$ cat src/rtl/input_controller_if.sv
// Player-button / command bus between the button front end and the game-state block.
interface input_controller_if;
  logic       btn_left;
  logic       btn_right;
  logic       btn_rot;
  logic       btn_down;
  logic       btn_start;
  logic       busy;
  logic [2:0] operation;
  logic       pending;

  modport master (
    output btn_left, btn_right, btn_rot, btn_down, btn_start, busy,
    input  operation, pending
  );

  modport slave (
    input  btn_left, btn_right, btn_rot, btn_down, btn_start, busy,
    output operation, pending
  );
endinterface

$ cat src/rtl/input_controller.sv
// input_controller: synchronises, debounces and edge-detects five player buttons,
// resolves same-cycle priority and holds one pending command while downstream is busy.
// Optional auto-repeat for left/right/down is compiled in with INPUT_AUTOREPEAT_EN.
module input_controller #(
  parameter int unsigned DB_COUNT     = 4,
  parameter int unsigned REPEAT_DELAY = 12,
  parameter int unsigned REPEAT_RATE  = 4,
  parameter int unsigned CNT_W        = 5
) (
  input logic              clk,
  input logic              rst_n,
  input_controller_if.slave bus
);

  localparam int unsigned NB      = 5;
  localparam int unsigned CNT_MAX = (1 << CNT_W) - 1;

  // Button bit positions inside the packed vectors below.
  localparam int unsigned I_LEFT  = 0;
  localparam int unsigned I_RIGHT = 1;
  localparam int unsigned I_ROT   = 2;
  localparam int unsigned I_DOWN  = 3;
  localparam int unsigned I_START = 4;

  localparam logic [2:0] OP_IDLE  = 3'd0;
  localparam logic [2:0] OP_LEFT  = 3'd1;
  localparam logic [2:0] OP_RIGHT = 3'd2;
  localparam logic [2:0] OP_ROT   = 3'd3;
  localparam logic [2:0] OP_START = 3'd4;
  localparam logic [2:0] OP_DOWN  = 3'd5;

  // Elaboration-time guard on the parameter set.
  if (DB_COUNT < 2 || REPEAT_RATE < 1 || DB_COUNT > CNT_MAX ||
      REPEAT_DELAY > CNT_MAX || REPEAT_RATE > CNT_MAX) begin : g_param_check
    $error("input_controller: illegal parameter combination");
  end

  logic [NB-1:0]    raw;
  logic [NB-1:0]    sync1, sync2, stable, stable_d;
  logic [CNT_W-1:0] db_cnt [NB];
  logic [NB-1:0]    press, events;
  logic [2:0]       ev_op;
  logic             slot_v, slot_v_n;
  logic [2:0]       slot_op, slot_op_n;
  logic [2:0]       op_q, op_n;
  logic             blocked;

  assign raw = {bus.btn_start, bus.btn_down, bus.btn_rot, bus.btn_right, bus.btn_left};

  // Higher value wins when events collide or compete for the slot.
  function automatic logic [2:0] rank(input logic [2:0] op);
    case (op)
      OP_START: rank = 3'd5;
      OP_ROT:   rank = 3'd4;
      OP_LEFT:  rank = 3'd3;
      OP_RIGHT: rank = 3'd2;
      OP_DOWN:  rank = 3'd1;
      default:  rank = 3'd0;
    endcase
  endfunction

  // Two-flop synchroniser plus debouncer; the counter never passes DB_COUNT-1.
  always_ff @(posedge clk) begin
    if (!rst_n) begin
      sync1    <= '0;
      sync2    <= '0;
      stable   <= '0;
      stable_d <= '0;
      for (int i = 0; i < NB; i++) db_cnt[i] <= '0;
    end else begin
      sync1    <= raw;
      sync2    <= sync1;
      stable_d <= stable;
      for (int i = 0; i < NB; i++) begin
        if (sync2[i] == stable[i]) begin
          db_cnt[i] <= '0;
        end else if (db_cnt[i] >= CNT_W'(DB_COUNT - 1)) begin
          stable[i] <= ~stable[i];
          db_cnt[i] <= '0;
        end else begin
          db_cnt[i] <= db_cnt[i] + 1'b1;
        end
      end
    end
  end

  assign press = stable & ~stable_d;

`ifdef INPUT_AUTOREPEAT_EN
  localparam logic [NB-1:0] REP_MASK = NB'((1 << I_LEFT) | (1 << I_RIGHT) | (1 << I_DOWN));

  logic [CNT_W-1:0] rep_cnt [NB];
  logic [NB-1:0]    rep_phase;
  logic [NB-1:0]    rep_fire;

  // Repeat fires DELAY cycles after the press, then every RATE cycles while held.
  always_comb begin
    rep_fire = '0;
    for (int i = 0; i < NB; i++) begin
      if (REP_MASK[i] && stable[i] && rep_cnt[i] != '0) begin
        rep_fire[i] = rep_phase[i] ? (rep_cnt[i] == CNT_W'(REPEAT_RATE))
                                   : (rep_cnt[i] == CNT_W'(REPEAT_DELAY));
      end
    end
  end

  // Repeat counters: started by a press, restarted by each repeat, cleared on release.
  always_ff @(posedge clk) begin
    if (!rst_n) begin
      rep_phase <= '0;
      for (int i = 0; i < NB; i++) rep_cnt[i] <= '0;
    end else begin
      for (int i = 0; i < NB; i++) begin
        if (!REP_MASK[i] || !stable[i]) begin
          rep_cnt[i]   <= '0;
          rep_phase[i] <= 1'b0;
        end else if (press[i]) begin
          rep_cnt[i]   <= CNT_W'(1);
          rep_phase[i] <= 1'b0;
        end else if (rep_fire[i]) begin
          rep_cnt[i]   <= CNT_W'(1);
          rep_phase[i] <= 1'b1;
        end else if (rep_cnt[i] != '0 && rep_cnt[i] != '1) begin
          rep_cnt[i]   <= rep_cnt[i] + 1'b1;
        end
      end
    end
  end

  assign events = press | rep_fire;
`else
  assign events = press;
`endif

  // Fixed priority: start > rotate > left > right > down.
  always_comb begin
    ev_op = OP_IDLE;
    if      (events[I_START]) ev_op = OP_START;
    else if (events[I_ROT])   ev_op = OP_ROT;
    else if (events[I_LEFT])  ev_op = OP_LEFT;
    else if (events[I_RIGHT]) ev_op = OP_RIGHT;
    else if (events[I_DOWN])  ev_op = OP_DOWN;
  end

  // No issue while downstream is busy or in the cycle right after an issue.
  assign blocked = bus.busy | (op_q != OP_IDLE);

  // Pending slot next state.
  always_comb begin
    slot_v_n  = slot_v;
    slot_op_n = slot_op;
    if (!blocked) begin
      if (slot_v) begin
        slot_v_n  = (ev_op != OP_IDLE);
        slot_op_n = ev_op;
      end
    end else if (ev_op != OP_IDLE && (!slot_v || rank(ev_op) > rank(slot_op))) begin
      slot_v_n  = 1'b1;
      slot_op_n = ev_op;
    end
  end

  // Command to issue this cycle: the held one first, else a fresh event.
  always_comb begin
    op_n = OP_IDLE;
    if (!blocked) op_n = slot_v ? slot_op : ev_op;
  end

  // Slot and command registers.
  always_ff @(posedge clk) begin
    if (!rst_n) begin
      slot_v  <= 1'b0;
      slot_op <= OP_IDLE;
      op_q    <= OP_IDLE;
    end else begin
      slot_v  <= slot_v_n;
      slot_op <= slot_op_n;
      op_q    <= op_n;
    end
  end

  assign bus.operation = op_q;
  assign bus.pending   = slot_v;

endmodule

$ cat src/flat_wrapper.sv
// flat-port wrapper written by rule: the top's interface ports become plain ports
module input_controller_flat 
#(
  parameter int unsigned DB_COUNT     = 4,
  parameter int unsigned REPEAT_DELAY = 12,
  parameter int unsigned REPEAT_RATE  = 4,
  parameter int unsigned CNT_W        = 5
)
  (clk, rst_n, bus_btn_left, bus_btn_right, bus_btn_rot, bus_btn_down, bus_btn_start, bus_busy, bus_operation, bus_pending);
  input_controller_if bus_i ();
  input logic clk;
  input logic rst_n;
  input wire logic [$bits(bus_i.btn_left)-1:0] bus_btn_left;
  input wire logic [$bits(bus_i.btn_right)-1:0] bus_btn_right;
  input wire logic [$bits(bus_i.btn_rot)-1:0] bus_btn_rot;
  input wire logic [$bits(bus_i.btn_down)-1:0] bus_btn_down;
  input wire logic [$bits(bus_i.btn_start)-1:0] bus_btn_start;
  input wire logic [$bits(bus_i.busy)-1:0] bus_busy;
  output wire logic [$bits(bus_i.operation)-1:0] bus_operation;
  output wire logic [$bits(bus_i.pending)-1:0] bus_pending;
  assign bus_i.btn_left = bus_btn_left;
  assign bus_i.btn_right = bus_btn_right;
  assign bus_i.btn_rot = bus_btn_rot;
  assign bus_i.btn_down = bus_btn_down;
  assign bus_i.btn_start = bus_btn_start;
  assign bus_i.busy = bus_busy;
  assign bus_operation = bus_i.operation;
  assign bus_pending = bus_i.pending;
  input_controller #(.DB_COUNT(DB_COUNT), .REPEAT_DELAY(REPEAT_DELAY), .REPEAT_RATE(REPEAT_RATE), .CNT_W(CNT_W)) u_core (.clk(clk), .rst_n(rst_n), .bus(bus_i));
endmodule
$ cat config.mk
export PLATFORM = sky130hd
export DESIGN_NAME = input_controller_flat
export DESIGN_NICKNAME = d
export VERILOG_FILES = /design/src/rtl/input_controller_if.sv /design/src/rtl/input_controller.sv /design/src/flat_wrapper.sv
export SDC_FILE = /design/constraint.sdc
export NUM_CORES = 1
export LEC_CHECK = 0
export BUFFER_PORTS_ARGS = -buffer_cell sky130_fd_sc_hd__buf_2
export CORE_ASPECT_RATIO = 0.7
export CORE_MARGIN = 8
export CORE_UTILIZATION = 30
export CTS_CLUSTER_DIAMETER = 30
export DETAILED_ROUTE_END_ITERATION = 8
export PLACE_DENSITY = 0.55
export SETUP_SLACK_MARGIN = 0.15
export SLEW_MARGIN = 40
export SYNTH_ARGS = -nofsm -noshare
export SYNTH_HDL_FRONTEND = slang
export SYNTH_SLANG_ARGS = --single-unit
$ cat constraint.sdc
create_clock -name clk -period 2.1 [get_ports clk]
set_input_delay 0.21 -clock clk [delete_from_list [all_inputs] [get_ports clk]]
set_output_delay 0.21 -clock clk [all_outputs]
set_load 0.03 [all_outputs]
==> impl_metrics.yaml <==
status:
  status: "complete, no violations"
floorplan:
  pin_count: 12
  die_width_um: 117
  initial_core_util_pct: 31.2
  die_area_mm2: 0.0101
  die_h_um: 86.5
  placementRows: 25
  core_mm2: 0.00682
grt:
  grt_antenna_before_repair: 0
  first_global_vias: 1346
  grt_max_degree: 34
  grt_pass1_wl_um: 5870
  track_usage_pct: 7.38
  grt_overflow: 0
layout:
  drive_gt1_share_pct: 16.6
  fin_nets: 256
  fin_area_mm2: 0.00261
  utilization_pct: 38.3
  diodes: 0
  area_growth_pct: 22.6
cts:
  clk_pin_slew_ns: 0.09
  cts-htree-levels: 2
  clock_latency_ns: 0.30
  clockBufferDepth: 2
  cts_tree: "built"
  cts_inserted_buffers: 5
  clockRootBuffer: "clkbuf_8"
  cts_num_sinks: 52
pwr:
  p_leak_nw: 1.11
  comb_power_share_pct: 8.9
  power.internal_mw: 1.43
  peakVddDrop_mv: 0.276
  swShare_pct: 23.8
  powerDensity_mw_per_mm2: 717
  seq_power_share_pct: 60.9
  clock_power_share_pct: 30.2
  p_switching_mw: 0.446
  power.total_mw: 1.87
synthesis:
  synth_seq_cells: 52
  seq_area_frac_synth_pct: 60.7
  synth.distinct_cells: 30
  synth_flop_cell: "dfxtp_1"
  syn_area_mm2: 0.00213
  async_flop_share_pct: 0
  yosys_warnings: 0
  synth_cells: 185
  syn_avg_cell_area_um2: 11.5
  synth-edff-count: 25
placement:
  dp.final_hpwl_um: 2360
  postPlaceCellArea_mm2: 0.00243
  dp_slack_ns: 0.0748
  numPortBuffers: 11
  gp_congestion: 0.768
routing:
  drt_iter0_drc: 40
  drt.antenna.violating_nets: 0
  dr.pass1.iters: 4
  wl_per_cell_um: 9.88
  wirelength_um: 3310
  vias: 1348
  vias_per_cell: 4.02
  drc: 0
sta:
  fin_crit_sh_pct: 90.1
  post-route-min-period_ns: 1.89
  hold_viol_final: 0
  fin_ws_ns: 0.209
  slew_headroom_pct: 65.5
  drv_slew: 0
  max_freq_ghz: 0.529
  worstMarginPinSlew_ns: 0.511
  tns_ns: 0
  finalSetupViolations: 0
  fin_skew_ns: 0.00534
  rsz0062_at_grt: "yes"
worst_hold_path:
  min_path_type: "primary input to register"
critical_path:
  critPathLaunchType: "register"
  worstPathMaxFanout: 4
  cp.arrival_ns: 2.12
  end_kind: "register"
  cp.required_ns: 2.33
  critical_path_class: "register to register"
run:
  max_cap_violations: 0
## sequential cells by signal, summed over array words and instances, names as in the netlist
| register | count |
|---|---|
| u_core.slot_op | 3 |
| u_core.sync2 | 5 |
| u_core.bus.operation | 3 |
| u_core.bus.pending | 1 |
| u_core.sync1 | 5 |
| u_core.stable | 5 |
| u_core.stable_d | 5 |
| u_core.db_cnt | 25 |
## worst paths after layout
path | end | cells after the start | slack [ns] | startpoint
max | u_core.slot_op[0] | 9 | 0.21 | u_core.stable[0]
min | u_core.sync1[3] | 2 | 0.10 | bus_btn_down
max reg2reg | u_core.slot_op[0] | 9 | 0.21 | u_core.stable[0]
min reg2reg | u_core.sync2[0] | 1 | 0.44 | u_core.sync1[0]
## logic make-up (layout without fill, tap and decap cells)
family                     after synthesis  count (layout)  share of synthesized area (%)
and+or+nand+nor                         78              78                           19.8
DFF                                     52              52                           60.7
AOI/OAI and AO/OA                       19              19                           5.47
buffers and inverters                   10              28                           1.76
adders and majority gates                9               9                           5.23
muxes                                    9               9                           4.23
xor gates and xnor gates                 6               6                           2.47
other                                    2              40                          0.353
## through the flow
step | std cells | hold slack (ns)
floorplan | 223 | 0.337
global placement | 324 | 0.420
detailed placement | 324 | 0.418
CTS | 332 | 0.0848
global route | 335 | 0.0914
finish | 335 | 0.104
## cells in the mapped netlist (all sizes together), types with 2 or more instances
| library cell | number | area [um2] |
|---|---|---|
| o21ai | 3 | 15.0 |
| nand3 | 7 | 35.0 |
| xor2 | 6 | 52.6 |
| nor2 | 20 | 75.1 |
| inv | 5 | 18.8 |
| o211ai | 4 | 35.0 |
| edfxtp | 25 | 751 |
| nor2b | 10 | 62.6 |
| dfxtp | 27 | 541 |
| conb | 2 | 7.51 |
| clkbuf | 4 | 15.0 |
| ha | 8 | 100 |
| nand4 | 2 | 12.5 |
| mux2i | 9 | 90.1 |
| and2 | 16 | 100 |
| nand2 | 7 | 26.3 |
| nand2b | 5 | 31.3 |
| a21oi | 10 | 50.1 |
| nor3 | 2 | 10.0 |
| or4 | 6 | 48.8 |
## critical path, stage by stage, from the launching register on
cell and delay (ns):
dfxtp_4 0.36, nor2b_4 0.13, nor2_2 0.13, nor2_1 0.06
ha_1 0.29, nor2b_4 0.14, nor3_4 0.20, o211ai_2 0.10
o211ai_1 0.18, mux2i_1 0.22
## placed cells by master, fill, tap and decap left out, types with 2 or more instances in the layout
| master | Yosys | routed |
|---|---|---|
| nand4_1 | 2 | 2 |
| nand2b_4 | 0 | 2 |
| or4_1 | 5 | 5 |
| o21ai_1 | 1 | 2 |
| inv_1 | 5 | 5 |
| clkbuf_8 | 0 | 5 |
| nand2b_1 | 5 | 3 |
| nand2_1 | 7 | 7 |
| buf_4 | 0 | 4 |
| a21oi_1 | 10 | 10 |
| nor2b_4 | 0 | 3 |
| nor2_1 | 20 | 19 |
| buf_2 | 0 | 11 |
| edfxtp_1 | 25 | 25 |
| nor2b_1 | 10 | 7 |
| dfxtp_2 | 0 | 5 |
| dfxtp_1 | 27 | 20 |
| dfxtp_4 | 0 | 2 |
| and2_1 | 16 | 16 |
| mux2i_1 | 9 | 9 |
| o211ai_1 | 3 | 3 |
| conb_1 | 2 | 40 |
| nand3_1 | 7 | 7 |
| xor2_1 | 6 | 6 |
| ha_1 | 8 | 8 |
## what timing repair did
action	CTS	global route
hold buffers	0	0
hold endpoints to repair	0	0
setup buffers	0	3
setup endpoints to repair	3	3
resized for setup	4	19
pin swaps	0	7
## cell type report
cell class,instances,area [um2]
fillers,705,4210
multi-input cells,161,997
repair buffers,15,85.1
clock buffers,6,72.6
flip-flops and latches,52,1310
clock inverters,2,13.8
well taps,94,118
inverters,5,18.8
## power by group through the flow
stage	combinational [mW]	clock [mW]	sequential [mW]
final	0.166	0.566	1.14
after floorplan	0.111	0	1.16
after CTS	0.148	0.605	1.14
after global routing	0.191	0.639	1.15
after global placement	0.140	0	1.16
after detailed placement	0.144	0	1.16
## layer usage
layer / track usage (%) / routed length, um
met4: 3.13 / 50
met1: 8.91 / 1700
met2: 11.5 / 1440
met3: 2.85 / 120
met5: 0 / 0
(Power assumes the default switching activity.)
